## src/rtl/serial_adder_pkg.sv

```systemverilog
// -----------------------------------------------------------------------------
// serial_adder_pkg
//   Shared types and helpers for the digit-serial adder/subtractor.
//   - state_t    : control FSM encoding (IDLE / RUN / DONE)
//   - cnt_width  : width of the digit counter, never less than one bit
// -----------------------------------------------------------------------------
package serial_adder_pkg;

  typedef enum logic [1:0] {
    IDLE = 2'd0,
    RUN  = 2'd1,
    DONE = 2'd2
  } state_t;

  // A single-digit operation still needs a one-bit counter to keep the
  // datapath code uniform.
  function automatic int cnt_width(input int ndig);
    return (ndig > 1) ? $clog2(ndig) : 1;
  endfunction

endpackage

```

## src/rtl/serial_adder_digit_adder.sv

```systemverilog
// -----------------------------------------------------------------------------
// digit_adder
//   Combinational DIGIT_W-bit ripple-carry adder built from full-adder cells.
//   Ports:
//     x, y      in  DIGIT_W  addend digits
//     ci        in  1        carry into bit 0
//     s         out DIGIT_W  digit sum
//     co        out 1        carry out of the top bit
//     c_msb_in  out 1        carry into the top bit (for signed overflow)
// -----------------------------------------------------------------------------
module digit_adder #(
  parameter int DIGIT_W = 4
) (
  input  logic [DIGIT_W-1:0] x,
  input  logic [DIGIT_W-1:0] y,
  input  logic               ci,
  output logic [DIGIT_W-1:0] s,
  output logic               co,
  output logic               c_msb_in
);

  // c[i] is the carry into bit i; c[DIGIT_W] is the carry out.
  logic [DIGIT_W:0] c;

  assign c[0] = ci;

  generate
    for (genvar gi = 0; gi < DIGIT_W; gi++) begin : g_fa
      logic p;
      assign p         = x[gi] ^ y[gi];
      assign s[gi]     = p ^ c[gi];
      assign c[gi + 1] = (x[gi] & y[gi]) | (p & c[gi]);
    end
  endgenerate

  assign co       = c[DIGIT_W];
  assign c_msb_in = c[DIGIT_W-1];

endmodule

```

## src/rtl/serial_adder.sv

```systemverilog
// -----------------------------------------------------------------------------
// serial_adder
//   Multi-cycle adder/subtractor. A WIDTH-bit operation is processed as
//   NDIG = WIDTH/DIGIT_W digits, least significant first, one digit per clock.
//   The carry is held in a register between digits.
//
//   Parameters:
//     WIDTH    operand/result width (must be a multiple of DIGIT_W)
//     DIGIT_W  bits added per clock
//
//   Ports:
//     clk, rst_n           clock (rising edge), asynchronous active-low reset
//     in_valid / in_ready  operand handshake; accept only in IDLE
//     a, b, cin, sub       operands; sub=1 computes a-b and ignores cin
//     out_valid/out_ready  result handshake; result held until taken
//     sum, cout            result and carry out of the MSB (1 = no borrow)
//     busy                 high while an operation is running or held
//     ovf                  signed overflow, only when SERIAL_ADDER_OVF_EN is
//                          defined
//
//   Optional feature macro: SERIAL_ADDER_OVF_EN
// -----------------------------------------------------------------------------
module serial_adder
  import serial_adder_pkg::*;
#(
  parameter int WIDTH   = 32,
  parameter int DIGIT_W = 4
) (
  input  logic             clk,
  input  logic             rst_n,
  input  logic             in_valid,
  output logic             in_ready,
  input  logic [WIDTH-1:0] a,
  input  logic [WIDTH-1:0] b,
  input  logic             cin,
  input  logic             sub,
  output logic             out_valid,
  input  logic             out_ready,
  output logic [WIDTH-1:0] sum,
  output logic             cout,
  output logic             busy
`ifdef SERIAL_ADDER_OVF_EN
  ,
  output logic             ovf
`endif
);

  localparam int NDIG  = WIDTH / DIGIT_W;
  localparam int CNT_W = cnt_width(NDIG);
  localparam logic [CNT_W-1:0] LAST_DIG = CNT_W'(NDIG - 1);

  state_t state_reg, state_next;

  logic [WIDTH-1:0]   opa_reg, opb_reg, sum_reg;
  logic               carry_reg, cout_reg;
  logic [CNT_W-1:0]   cnt_reg;

  logic               accept, last_dig;
  logic [DIGIT_W-1:0] dig_a, dig_b, dig_s;
  logic               dig_co, dig_c_msb;

  // Digit views of the latched operands, selected by the digit counter.
  logic [DIGIT_W-1:0] a_dig [NDIG];
  logic [DIGIT_W-1:0] b_dig [NDIG];

  generate
    for (genvar gi = 0; gi < NDIG; gi++) begin : g_dig
      assign a_dig[gi] = opa_reg[gi*DIGIT_W +: DIGIT_W];
      assign b_dig[gi] = opb_reg[gi*DIGIT_W +: DIGIT_W];
    end
  endgenerate

  assign dig_a    = a_dig[cnt_reg];
  assign dig_b    = b_dig[cnt_reg];
  assign accept   = in_valid & in_ready;
  assign last_dig = (cnt_reg == LAST_DIG);

  digit_adder #(
    .DIGIT_W (DIGIT_W)
  ) u_digit_adder (
    .x        (dig_a),
    .y        (dig_b),
    .ci       (carry_reg),
    .s        (dig_s),
    .co       (dig_co),
    .c_msb_in (dig_c_msb)
  );

  // ---------------------------------------------------------------------------
  // FSM: state register
  // ---------------------------------------------------------------------------
  always_ff @(posedge clk or negedge rst_n) begin
    if (!rst_n) begin
      state_reg <= IDLE;
    end else begin
      state_reg <= state_next;
    end
  end

  // ---------------------------------------------------------------------------
  // FSM: next-state logic
  // ---------------------------------------------------------------------------
  always_comb begin
    state_next = state_reg;
    case (state_reg)
      IDLE:    if (in_valid)  state_next = RUN;
      RUN:     if (last_dig)  state_next = DONE;
      DONE:    if (out_ready) state_next = IDLE;
      default:                state_next = IDLE;
    endcase
  end

  // ---------------------------------------------------------------------------
  // FSM: outputs decoded from the current state only, so a result and the
  // next accept can never coincide.
  // ---------------------------------------------------------------------------
  always_comb begin
    in_ready  = 1'b0;
    out_valid = 1'b0;
    busy      = 1'b0;
    case (state_reg)
      IDLE: in_ready = 1'b1;
      RUN:  busy     = 1'b1;
      DONE: begin
        out_valid = 1'b1;
        busy      = 1'b1;
      end
      default: in_ready = 1'b0;
    endcase
  end

  // ---------------------------------------------------------------------------
  // Datapath. Subtraction is a + ~b + 1: b is inverted on capture and the
  // "+1" enters as the initial carry, so the digit loop is identical for both.
  // ---------------------------------------------------------------------------
  always_ff @(posedge clk or negedge rst_n) begin
    if (!rst_n) begin
      opa_reg   <= '0;
      opb_reg   <= '0;
      sum_reg   <= '0;
      carry_reg <= 1'b0;
      cout_reg  <= 1'b0;
      cnt_reg   <= '0;
    end else if (accept) begin
      opa_reg   <= a;
      opb_reg   <= sub ? ~b : b;
      carry_reg <= sub ? 1'b1 : cin;
      cnt_reg   <= '0;
    end else if (state_reg == RUN) begin
      carry_reg <= dig_co;
      cnt_reg   <= cnt_reg + 1'b1;
      for (int i = 0; i < NDIG; i++) begin
        if (cnt_reg == CNT_W'(i)) begin
          sum_reg[i*DIGIT_W +: DIGIT_W] <= dig_s;
        end
      end
      if (last_dig) begin
        cout_reg <= dig_co;
      end
    end
  end

  assign sum  = sum_reg;
  assign cout = cout_reg;

`ifdef SERIAL_ADDER_OVF_EN
  logic ovf_reg;

  // Two's-complement overflow: carry into the MSB differs from carry out.
  always_ff @(posedge clk or negedge rst_n) begin
    if (!rst_n) begin
      ovf_reg <= 1'b0;
    end else if ((state_reg == RUN) && last_dig) begin
      ovf_reg <= dig_c_msb ^ dig_co;
    end
  end

  assign ovf = ovf_reg;
`else
  logic unused_c_msb;
  assign unused_c_msb = dig_c_msb;
`endif

endmodule

```

## config.mk

```make
export PLATFORM = sky130hd
export DESIGN_NAME = serial_adder
export DESIGN_NICKNAME = d
export VERILOG_FILES = /design/src/rtl/serial_adder_pkg.sv /design/src/rtl/serial_adder_digit_adder.sv /design/src/rtl/serial_adder.sv
export SDC_FILE = /design/constraint.sdc
export NUM_CORES = 1
export LEC_CHECK = 0
export CORE_MARGIN = 4
export CORE_UTILIZATION = 60
export DETAILED_ROUTE_END_ITERATION = 6
export DONT_BUFFER_PORTS = 1
export PLACE_DENSITY = 0.76
export RECOVER_POWER = 25
export SKIP_LAST_GASP = 1
export SLEW_MARGIN = 25
export SYNTH_ARGS = -nofsm -noshare
export SYNTH_HDL_FRONTEND = slang
export SYNTH_SLANG_ARGS = --single-unit
```

## constraint.sdc

```tcl
create_clock -name clk -period 6.1 [get_ports clk]
set_input_delay 1.22 -clock clk [delete_from_list [all_inputs] [get_ports clk]]
set_output_delay 1.22 -clock clk [all_outputs]
set_load 0.01 [all_outputs]
```

# After elaboration in Yosys (flattened, before gate mapping)
# Cells that the tools add are included.
[word_totals]
ff_bits = 103
elab_cells = 84
[op_classes]
eq_ne = 12
n_addsub = 1
reduce_logical = 13
n_bitwise = 24
order_cmp = 1
muxes = 19
[ops]
columns = ["cell", "count"]
rows = [
  ["2-to-1 mux 32 bit", 1],
  ["NOT 32 bit", 1],
  ["AND reduction 3 bit", 9],
  ["binary-select mux 4 bit (select 3 bit)", 2],
  ["2-to-1 mux 4 bit", 4],
  ["== test 3 bit, second input constant", 4],
  ["AND 1 bit", 9],
  ["bitwise XOR 1 bit", 8],
  ["== test 3 x 2 -> 1 bit, second input constant", 2],
  ["2-to-1 mux 1 bit", 6],
  ["2-to-1 mux 2 bit", 3],
  ["2-to-1 mux 3 bit", 2],
  ["!= test 2 bit, second input constant", 3],
  ["case mux 2 bit (3 select lines)", 1],
  ["greater-or-equal comparator 4 bit, second input constant", 1],
  ["NOT 3 -> 4 bit", 1],
  ["bitwise OR 1 bit", 4],
  ["adder 3 x 1 -> 3 bit, second input constant", 1],
  ["== test 3 x 1 -> 1 bit, second input constant", 1],
  ["zero test 3 bit", 1],
  ["== test 2 x 1 -> 1 bit, second input constant", 1],
  ["== test 2 bit, second input constant", 1],
  ["zero test 2 bit", 1],
  ["nonzero test 2 bit", 1],
  ["2 further kinds", 2],
]

# Logic depth before layout (Yosys ltp)
# Gate-level depths: netlist (run 1).
[depth]
ltp_word = 15
ltp_mapped = 13
mapped_depth_nobuf = 11

# Hierarchy
# From an unflattened synthesis (run 1), not the netlist that was laid out.
[unflattened]
hier_cells = 379
area_unflattened_um2 = 4867.2
[by_module_without_submodules]
columns = ["module", "seq_area_each_um2", "area_per_inst_um2", "instances", "cells_each"]
rows = [
  ["serial_adder", 2577.5, 4749.6, 1, 365],
  ["digit_adder", 0.0, 117.6, 1, 14],
]

# Least setup slack after synthesis (run 1)
# OpenSTA, ideal clock, no wires.
[synth_timing]
path_kind = "register to register"
start = "reg cnt_reg[0]"
end = "reg sum_reg[19], in the netlist sum[19]"
path_stages_with_launch = 12
t_required_ns = 6.016
t_arrival_ns = 2.981
synth_period_minus_slack_ns = 3.065
setup_slack_ns = 3.035
n_path_buf = 2
cell_sequence = "dfrtp_1 > buf_6 > buf_12 > mux4_2 > mux2i_1 > fa_1 > inv_1 > fa_1 > fa_1 > inv_1 > fa_1 > o21ai_0"
[synth_via]
elab_chain_cells = 12
[synth_rtl]
columns = ["item", "line_no", "rtl"]
rows = [
  ["from (decl)", "serial_adder.sv:56", "logic [CNT_W-1:0] cnt_reg;"],
  ["from (signal assigned)", "serial_adder.sv:151", "cnt_reg <= cnt_reg + 1'b1;"],
  ["NOT 3 -> 4 bit (not written as such)", "serial_adder.sv:73, serial_adder.sv:74", ""],
  ["binary-select mux 4 bit (select 3 bit) (on tied branches)", "serial_adder.sv:73, serial_adder.sv:74", ""],
  ["2-to-1 mux 4 bit (on tied branches) (2 in series)", "serial_adder.sv:73, serial_adder.sv:74", ""],
  ["bitwise XOR 1 bit", "serial_adder_digit_adder.sv:30", "assign p = x[gi] ^ y[gi];"],
  ["AND 1 bit", "serial_adder_digit_adder.sv:32", "assign c[gi + 1] = (x[gi] & y[gi]) | (p & c[gi]);"],
  ["bitwise OR 1 bit", "serial_adder_digit_adder.sv:32", ""],
  ["AND 1 bit", "serial_adder_digit_adder.sv:32", ""],
  ["bitwise OR 1 bit", "serial_adder_digit_adder.sv:32", ""],
  ["AND 1 bit", "serial_adder_digit_adder.sv:32", ""],
  ["bitwise OR 1 bit", "serial_adder_digit_adder.sv:32", ""],
  ["bitwise XOR 1 bit", "serial_adder_digit_adder.sv:31", "assign s[gi] = p ^ c[gi];"],
  ["to (signal, indexed assignment)", "serial_adder.sv:154", "sum_reg[i*DIGIT_W +: DIGIT_W] <= dig_s;"],
  ["to (decl)", "serial_adder.sv:54", "logic [WIDTH-1:0] opa_reg, opb_reg, sum_reg;"],
]
# Parallel ways exist; a longest one is shown, timed or not. The select of a mux whose other input is x is not followed.
# A chain may end at the register's enable or synchronous reset.

# Worst setup path in the final report (run 1)
[layout_timing]
start = "reg cnt_reg[2]"
end = "reg sum_reg[27], in the netlist sum[27]"
# The elaborated chain is that of the path after synthesis.

==> qor.yml, run 1 <==
p_sw_frac: 0.374
r2r_setup_slack_ns: 2.61
cts.sinks: 103
nNetsFinal: 453
timing.setup.tns_ns: 0
first_pass_iters: 7
synth_edf_count: 0
hold_violations: 0
drive_above_1_share: 0.198
crit_arrival_ns: 3.76
dieArea_um2: 9530
die_w_um: 97.6
viasPerCell: 5.67
crit_path_top_delay_cell: "dfrtp_1"
reg2reg_to: "sum[27]$_DFFE_PN0P_"
grt_use_met1: 0.247
whs_ns: 0.482
avgSynthCellArea_um2: 12.7
post_drt_wl_per_cell_um: 18.4
grt.total_usage: 0.196
cts_setup_buffers: 0
setup_ws_ns: 2.61
ys_warn_count: 0
htreeDepth: 3
min_period_ns: 3.49
row_count: 32
start_util: 0.620
clk_pin_slew_ns: 0.09
detail-route-antenna-nets: 0
core_area_um2: 7770
p_seq_frac: 0.447
hold_buffers: 0
drt-initial-drc-count: 97
ys.flop_type: "dfrtp_1"
dp_slack_ns: 2.27
crit_required_ns: 6.37
cpPeakStageDelay_ns: 0.97
min_path_type: "reg2reg"
synth.most_common_cell: "dfrtp_1"
drv_slew: 0
cp_cell_sequence: "mux4_2 -> mux2i_1 -> fa_1 -> inv_1 -> fa_1 -> fa_1 -> inv_1 -> fa_1 -> o21ai_0"
reg2reg_from: "cnt_reg[2]$_DFFE_PN0P_"
dp_hpwl_mm: 6.34
busiest_layer: "met2"
cp_max_fo: 25
cp_common_cell: "fa_1"
synth_area_leaders: "dfrtp_1, mux2_2, xnor2_1, o21ai_0, nand2_1"
synth_top_area_frac: 0.535
tightest_slew_ns: 0.954
port_buffers: 0
cts_buffers: 9
synth.cells.most_frequent: "dfrtp_1, nand2_1, mux2_2"
io_pins: 106
synth_top_area_cell: "dfrtp_1"
syn-cell-area_um2: 4820
power_leakage_uw: 0.00224
fin_crit_sh: 0.571
ys_ff_latch: 103
fmax_ghz: 0.287
place_congestion: 0.762
grt_max_degree: 104
reg2reg_depth: 9
power.share.clock: 0.156
max_cap_viol_count: 0
p_comb_frac: 0.398
cts_root_buffer: "clkbuf_8"
die_h_um: 97.6
grt_pass1_wl_mm: 14.7
p_per_area_nw_per_um2: 580
final_cells: 476
num-fill-cells: 617
peakVddDrop_v: 0.000264
wl_mm: 8.78
syn_inst: 379
yosys.cell_types.count: 27
cts_buffer_depth: 2
cts_resized: 0
area_growth_pct: 4.65
crit_end: "sum[27]$_DFFE_PN0P_"
outcome: "finished clean"
n_antenna_cell: 0
slew_headroom: 0.364
p_int_uw: 1830
synth_seq_area_share: 0.535
setup_viol: 0
start_kind: "flip-flop"
grt_setup_unrepaired: "no"
grt_use_met2: 0.322
critPathCaptureType: "flip-flop"
cts_tree: "yes"
drc_errors: 0
cp-startpoint: "cnt_reg[2]$_DFFE_PN0P_"
clk_latency_ns: 0.35
clock_skew_ns: 0.0103
met3_usage: 0.0668
dpl.cell_count: 461
grt_pass1_vias: 2930
grt_antenna_before_repair: 0
async_reset_ff_frac: 1.00
vias: 2697
overflow: 0
synth_fp_nets: 462
p_sw_uw: 1090
critPathKind: "reg2reg"
==> critical path, delay by kind of cell, from the launching register on <==
kind / cells / cell delay (ns)
multiplexers: 2 / 0.61
flip-flops: 1 / 0.97
AO/OA/AOI/OAI: 1 / 0.22
adder cells (fa/ha/maj): 4 / 1.47
buffers and inverters: 2 / 0.13
==> through the flow <==
step	utilization	power (µW)	instance area [µm²]
after global routing	0.649	3180	5040
final	0.649	2920	5040
after CTS	0.649	2970	5040
after global placement	0.622	2440	4830
after floorplan	-	2200	4820
after detailed placement	0.622	2520	4830
==> cells in the final DEF, fill, tap and decap left out <==
cell type  count
nand2_4        1
a221oi_1       1
a21oi_1        3
dfrtp_2        1
mux2_2        49
fa_1           4
bufinv_16      2
nand2_1       60
nor3_1         1
dfrtp_1      102
mux4_1         8
o21ai_0       47
clkbuf_1       1
clkinv_2       2
o221ai_1       1
nand3_1        3
ha_1           9
inv_1         12
clkbuf_8      10
mux2i_1        9
inv_2          1
nor2_1         1
and3_1         1
mux4_2         8
xnor2_1       33
nand3b_1       3
nand2b_1       1
==> worst min path at each step <==
stage	startpoint	endpoint	slack, ns	cells past startpoint
final	opb_reg[21]$_DFFE_PN0P_	opb_reg[21]$_DFFE_PN0P_	0.48	2
after global routing	opb_reg[13]$_DFFE_PN0P_	opb_reg[13]$_DFFE_PN0P_	0.51	2
after CTS	opb_reg[20]$_DFFE_PN0P_	opb_reg[20]$_DFFE_PN0P_	0.48	2
after detailed placement	opb_reg[20]$_DFFE_PN0P_	opb_reg[20]$_DFFE_PN0P_	0.46	2
after global placement	opb_reg[17]$_DFFE_PN0P_	opb_reg[17]$_DFFE_PN0P_	0.45	2
after floorplan	opb_reg[13]$_DFFE_PN0P_	opb_reg[13]$_DFFE_PN0P_	0.44	2
==> metal layers <==
metal | wire [µm] | share of wire | up-vias
li1 | - | - | 1284
met1 | 3640 | 0.41 | 1319
met2 | 4370 | 0.50 | 85
met3 | 691 | 0.079 | 9
met4 | 81 | 0.0092 | 0
met5 | 0 | 0 | -
==> cell families (layout without fill, tap and decap cells) <==
family | after synthesis | in the layout | share of synthesized area
AO/OA/AOI/OAI | 52 | 52 | 0.0556
adder cells (fa/ha/maj) | 13 | 13 | 0.0400
multiplexers | 74 | 74 | 0.214
buffers and inverters | 33 | 28 | 0.0353
AND/OR/NAND/NOR | 71 | 71 | 0.0602
XOR/XNOR | 33 | 33 | 0.0600
flip-flops | 103 | 103 | 0.535
==> power groups by stage <==
stage	Sequential [µW]	Combinational, µW	Clock [µW]
after floorplan	1190	1010	0
after global placement	1310	1140	0
after detailed placement	1330	1190	0
after CTS	1310	1190	463
after global routing	1350	1330	498
final	1310	1160	455
==> area by class of cell <==
cell class,count,area (µm²),share of cell area
Sequential cell,103,2580,0.511
Multi-Input combinational cell,243,2080,0.412
Clock buffer,11,141,0.0280
Tap cell,102,128,0.0253
Clock inverter,4,70.1,0.0139
Inverter,13,48.8,0.00968
No activity file was read; power rests on OpenSTA's default activity.
==> run 2: changes to the inputs <==
--- a/config.mk
+++ b/config.mk
@@ -5,11 +5,12 @@
 export SDC_FILE = /design/constraint.sdc
 export NUM_CORES = 1
 export LEC_CHECK = 0
+export ABC_AREA = 1
 export CORE_MARGIN = 4
-export CORE_UTILIZATION = 60
+export CORE_UTILIZATION = 57
 export DETAILED_ROUTE_END_ITERATION = 6
 export DONT_BUFFER_PORTS = 1
-export PLACE_DENSITY = 0.76
+export PLACE_DENSITY = 0.75
 export RECOVER_POWER = 25
 export SKIP_LAST_GASP = 1
 export SLEW_MARGIN = 25
==> constraint.sdc (replaced) <==
create_clock -name clk -period 3 [get_ports clk]
set_input_delay 0.6 -clock clk [delete_from_list [all_inputs] [get_ports clk]]
set_output_delay 0.6 -clock clk [all_outputs]
set_load 0.01 [all_outputs]
==> run 2 against run 1 <==
  * First-iteration DRC count up 100%
  * Final cell count rose by 50%
  * The run now ends with max-capacitance violations, max-slew violations left
  * Hold slack got worse by 0.14 ns
  * Total power is 100% higher
  * Cell area is 4.9% higher
  * Fmax grew 25%
  * Critical path type unchanged
  * Synthesized area increased by 6.3%
  * Clock power increased by 83%
  * Register-to-register slack worse by 2.4 ns
  * Clock skew increased by 0.0013 ns
  * Sequential power grew 83%
  * Sequential cell count stayed put
==> qor.yml, run 2 <==
outcome: "finished, violations left"
failed_checks: "max-capacitance violations, max-slew violations"
synth_seq_area_share: 0.503
detail-route-antenna-nets: 0
grt.total_usage: 0.205
grt_pass1_vias: 3506
cts.sinks: 103
start_kind: "flip-flop"
synth_top_area_frac: 0.503
dp_hpwl_mm: 7.58
core_area_um2: 8720
synth_adder_area_share: 0.0376
hp-start: "a[16]"
synth_xor_xnor_area_share: 0.0547
die_w_um: 103
row_count: 34
synth_edf_count: 0
synth_area_leaders: "dfrtp_1, nand2_1, o21ai_0, xnor2_1, inv_1"
synth.cells.most_frequent: "nand2_1, dfrtp_1, inv_1"
synth_compound_area_frac: 0.100
syn-cell-area_um2: 5120
max_cap_viol_count: 1
fin_crit_sh: 0.928
io_pins: 106
reg2reg_depth: 13
area_growth_pct: 3.20
holdPathEnd: "opa_reg[16]$_DFFE_PN0P_"
avgSynthCellArea_um2: 8.42
p_sw_uw: 2750
dieArea_um2: 10600
p_sw_frac: 0.460
vias: 3761
ys_warn_count: 0
synth_top_area_cell: "dfrtp_1"
drive_above_1_share: 0.0596
p_int_uw: 3230
yosys.cell_types.count: 22
grt_pass1_wl_mm: 16.9
setup_viol: 0
drv_slew: 104
clk_pin_slew_ns: 0.11
cts_buffer_depth: 2
cts_root_buffer: "clkbuf_8"
crit_required_ns: 3.30
num-fill-cells: 786
power_leakage_uw: 0.00262
slew_headroom: -0.470
setup_ws_ns: 0.216
min_path_type: "in2reg"
grt_antenna_before_repair: 0
tightest_slew_ns: 2.20
post_drt_wl_per_cell_um: 14.8
critPathKind: "reg2reg"
drt-initial-drc-count: 197
cp_max_fo: 38
peakVddDrop_v: 0.000645
layout_commonest_cell: "nand2_1"
synth_fp_nets: 692
htreeDepth: 3
hold_path_depth: 2
nNetsFinal: 682
viasPerCell: 5.28
first_pass_iters: 4
ys_ff_latch: 103
critPathCaptureType: "flip-flop"
start_util: 0.588
overflow: 0
reg2reg_to: "sum[31]$_DFFE_PN0P_"
dp_slack_ns: 0.0942
clk_latency_ns: 0.37
synth.most_common_cell: "nand2_1"
place_congestion: 0.795
async_reset_ff_frac: 1.00
clock_skew_ns: 0.0116
synth_simple_gate_area_frac: 0.201
cts_buffers: 9
die_h_um: 103
min_period_ns: 2.78
regArea_um2: 2580
cts_tree: "yes"
reg2reg_from: "cnt_reg[0]$_DFFE_PN0P_"
p_seq_frac: 0.401
hold_violations: 0
synth_mux_area_frac: 0
r2r_setup_slack_ns: 0.22
cts_setup_buffers: 0
grt_setup_unrepaired: "no"
drc_errors: 0
fmax_ghz: 0.359
multi_input_area_um2: 2020
n_antenna_cell: 0
p_per_area_nw_per_um2: 1130
synth_top_family_by_area: "simple AND/OR/NAND/NOR gates"
syn_inst: 609
wl_mm: 10.5
grt_max_degree: 104
timing.setup.tns_ns: 0
cp-startpoint: "cnt_reg[0]$_DFFE_PN0P_"
p_comb_frac: 0.460
final_cell_mix: "nand2_1, dfrtp_1, inv_1, o21ai_0, nand3_1"
ys.flop_type: "dfrtp_1"
crit_arrival_ns: 3.08
port_buffers: 0
power.share.clock: 0.139
[run 2: critical path, stage by stage (launching register included)]
cell and delay (ns):
dfrtp_2 0.45, buf_12 0.18, nor2_1 0.11, nor2_1 0.04
nand2_1 0.06, nand3_1 0.06, nand2_1 0.09, fa_1 0.16
inv_1 0.05, fa_1 0.37, fa_1 0.37, inv_1 0.08
fa_2 0.50, o21ai_0 0.19
[run 2: power by group through the flow]
stage | Clock [µW] | Sequential, µW | Combinational (µW)
after floorplan | 0 | 2330 | 2070
after global placement | 0 | 2410 | 2600
after detailed placement | 0 | 2430 | 2700
after CTS | 851 | 2400 | 2710
after global routing | 915 | 2470 | 3180
final | 834 | 2400 | 2750
[run 2: cell families after synthesis]
logic type	count (synthesis)
and+or+nand+nor	253
buffers and inverters	106
DFF	103
AOI/OAI and AO/OA	102
xor gates and xnor gates	32
adders and majority gates	13
[run 2: how the worst max path moves through the flow]
stage,endpoint
2_1_floorplan,sum[23]$_DFFE_PN0P_
3_3_place_gp,sum[3]$_DFFE_PN0P_
3_5_place_dp,sum[31]$_DFFE_PN0P_
4_1_cts,sum[19]$_DFFE_PN0P_
5_1_grt,sum[11]$_DFFE_PN0P_
6_report,sum[31]$_DFFE_PN0P_
[run 2: area by class of cell]
| class | count | share of cell area |
|---|---|---|
| clock inverter | 7 | 0.0123 |
| tap | 108 | 0.0256 |
| timing repair buffer | 9 | 0.0147 |
| inverter | 76 | 0.0549 |
| sequential | 103 | 0.488 |
| multi-input combinational | 400 | 0.382 |
| clock buffer | 9 | 0.0234 |
[run 2: timing repair]
item                                    in CTS  in global routing
endpoints found under the hold margin      103                103
gates resized for setup                      0                  6
endpoints found under the setup margin       0                  8
[run 2: routing by layer]
layer / part of all wire / track usage
met2: 0.45 / 0.310
met1: 0.47 / 0.296
met5: 0 / 0
met3: 0.063 / 0.0467
met4: 0.015 / 0.0657
[run 2: through the flow]
step	hold WS, ns	std cells	utilization	total power [µW]	instance area, µm²
floorplan	0.304	609	-	4390	5120
global placement	0.309	695	0.584	5010	5090
detailed placement	0.308	695	0.584	5120	5090
CTS	-0.101	711	0.605	5960	5280
global route	0.345	712	0.606	6560	5290
finish	0.343	712	0.606	5980	5290
==> run 3: changes to the inputs <==
--- a/config.mk
+++ b/config.mk
@@ -5,7 +5,6 @@
 export SDC_FILE = /design/constraint.sdc
 export NUM_CORES = 1
 export LEC_CHECK = 0
-export ABC_AREA = 1
 export CORE_MARGIN = 4
 export CORE_UTILIZATION = 57
 export DETAILED_ROUTE_END_ITERATION = 6
==> run 3 against run 2 <==
  * The run still ends with max-capacitance violations, max-slew violations left
  * Combinational power is 8.4% higher
  * Highest routed layer unchanged
  * Sequential share of layout area rose by 0.31 points
  * Global-route usage down 0.73 points
  * Critical path depth is 3 lower
  * Setup slack worse by 0.17 ns
  * Clock skew fell by 0.00086 ns
  * Routed wire length down 11%
  * Final cell count shrank 30%
  * Hold slack worse by 0.029 ns
  * Count of clock-buffer cells in the layout increased by 2
  * Clock power increased by 16%
==> qor.yml, run 3 (same netlist as run 1, synthesis figures left out) <==
cts_buffer_depth: 2
power.share.clock: 0.150
min_path_type: "in2reg"
slew_headroom: -0.656
critPathKind: "reg2reg"
critPathCaptureType: "flip-flop"
core_area_um2: 8220
p_int_uw: 4030
finish.utilization: 0.639
p_sw_uw: 2460
dpl_cell_area_um2: 4940
power_leakage_uw: 0.00233
area_growth_pct: 8.98
drt-initial-drc-count: 129
final_cell_mix: "dfrtp_1, nand2_1, mux2_2, o21ai_0, xnor2_1"
outcome: "finished, violations left"
crit_arrival_ns: 3.25
cpPeakStageDelay_ns: 0.52
port_buffers: 0
critPathTopFamily: "adder cells"
grt_setup_unrepaired: "yes"
die_w_um: 100
grt_pass1_wl_mm: 15.1
row_count: 33
nNetsFinal: 471
cts_buffers: 9
crit_path_top_delay_cell: "mux4_2"
max_cap_viol_count: 1
drive_above_1_share: 0.262
setup_viol: 0
hold_violations: 0
post_drt_wl_per_cell_um: 18.8
htreeDepth: 3
io_pins: 106
first_pass_iters: 4
dieArea_um2: 9990
dp_hpwl_mm: 6.87
vias: 2799
grt_antenna_before_repair: 0
p_sw_frac: 0.379
clk_latency_ns: 0.37
tightest_slew_ns: 2.48
fin_crit_sh: 0.985
p_comb_frac: 0.460
clock_skew_ns: 0.0107
p_per_area_nw_per_um2: 1230
crit_required_ns: 3.29
die_h_um: 100
cts_tree: "yes"
min_period_ns: 2.96
cts_root_buffer: "clkbuf_8"
viasPerCell: 5.62
cp_num_buf_inv: 3
drv_slew: 104
p_seq_frac: 0.391
layout_commonest_cell: "dfrtp_1"
drc_errors: 0
detail-route-antenna-nets: 0
fmax_ghz: 0.338
failed_checks: "max-capacitance violations, max-slew violations"
n_antenna_cell: 0
place_congestion: 0.823
num-fill-cells: 627
start_kind: "flip-flop"
cp_common_cell: "fa_2"
clk_pin_slew_ns: 0.09
wl_mm: 9.35
grt.total_usage: 0.198
grt_pass1_vias: 3031
peakVddDrop_v: 0.000634
grt_max_degree: 104
overflow: 0
cts.sinks: 103
fin_area_um2: 5250
cp_cell_sequence: "buf_6 -> mux4_2 -> mux2i_4 -> fa_2 -> inv_2 -> fa_2 -> fa_2 -> inv_2 -> fa_2 -> o21ai_1"
start_util: 0.587
cp_max_fo: 8
[run 3: changes by cell type in the layout (fill, tap and decap cells not counted), moves of 7 or more]
cell | previous run | this run
nand2_1 | 202 | 60
mux2i_1 | 0 | 7
o21ai_0 | 65 | 40
nand3_1 | 41 | 3
mux4_2 | 0 | 8
inv_1 | 73 | 10
buf_4 | 7 | 14
o21ai_1 | 35 | 5
mux4_1 | 0 | 8
mux2_2 | 0 | 49
[run 3: repair_timing]
item,in CTS,in global routing
endpoints found under the setup margin,1,9
hold buffers,1,0
pin swaps,0,4
endpoints found under the hold margin,103,0
buffers inserted,0,7
gates resized for setup,1,6
[run 3: per-stage QoR]
stage          cells  power (µW)  setup TNS, ns  hold WS (ns)  worst slack, ns
2_1_floorplan    379        4590         -0.235         0.304          -0.0300
3_3_place_gp     474        5260              0         0.306           0.0836
5_1_grt          498        6990         -0.537         0.300          -0.0889
6_report         498        6480              0         0.315           0.0441
3_5_place_dp     474        5410       -0.00193         0.307         -0.00193
4_1_cts          491        6420              0         0.164           0.0117
[run 3: final cells by class]
cell class,count,area (µm²),share of cell area
timing repair buffer,18,153,0.0291
tap,105,131,0.0250
clock inverter,5,80.1,0.0152
sequential,103,2580,0.491
inverter,13,48.8,0.00929
multi-input combinational,243,2110,0.402
clock buffer,11,151,0.0288
[run 3: worst paths after layout]
path | from | endpoint | slack [ns] | cells after the start
worst max-delay path | cnt_reg[0]$_DFFE_PN0P_ | sum[19]$_DFFE_PN0P_ | 0.04 | 10
worst min-delay path | in_valid | cnt_reg[1]$_DFFE_PN0P_ | 0.31 | 1
worst max register to register | cnt_reg[0]$_DFFE_PN0P_ | sum[19]$_DFFE_PN0P_ | 0.04 | 10
worst min register to register | opb_reg[21]$_DFFE_PN0P_ | opb_reg[21]$_DFFE_PN0P_ | 0.48 | 2
max in group asynchronous | rst_n | opb_reg[17]$_DFFE_PN0P_ | 0.58 | 1
min in group asynchronous | rst_n | sum[15]$_DFFE_PN0P_ | 0.98 | 1
[run 3: layer usage]
metal / up-vias / share of wire / GRT usage
met2: 88 / 0.51 / 0.331
met1: 1384 / 0.40 / 0.241
met4: 0 / 0.013 / 0.0788
met5: - / 0 / 0
li1: 1317 / - / -
met3: 10 / 0.078 / 0.0591
[run 3: power groups by stage]
stage | combinational, µW | sequential [µW] | clock (µW)
after floorplan | 2170 | 2420 | 0
after global placement | 2720 | 2540 | 0
after detailed placement | 2840 | 2570 | 0
after CTS | 2900 | 2540 | 985
after global routing | 3330 | 2620 | 1040
final | 2980 | 2530 | 970
[run 3: worst register-to-register path, stage by stage, from the launching register on]
cell     delay, ns
dfrtp_1       0.38
buf_6         0.12
mux4_2        0.52
mux2i_4       0.18
fa_2          0.23
inv_2         0.04
fa_2          0.34
fa_2          0.35
inv_2         0.08
fa_2          0.50
o21ai_1       0.16
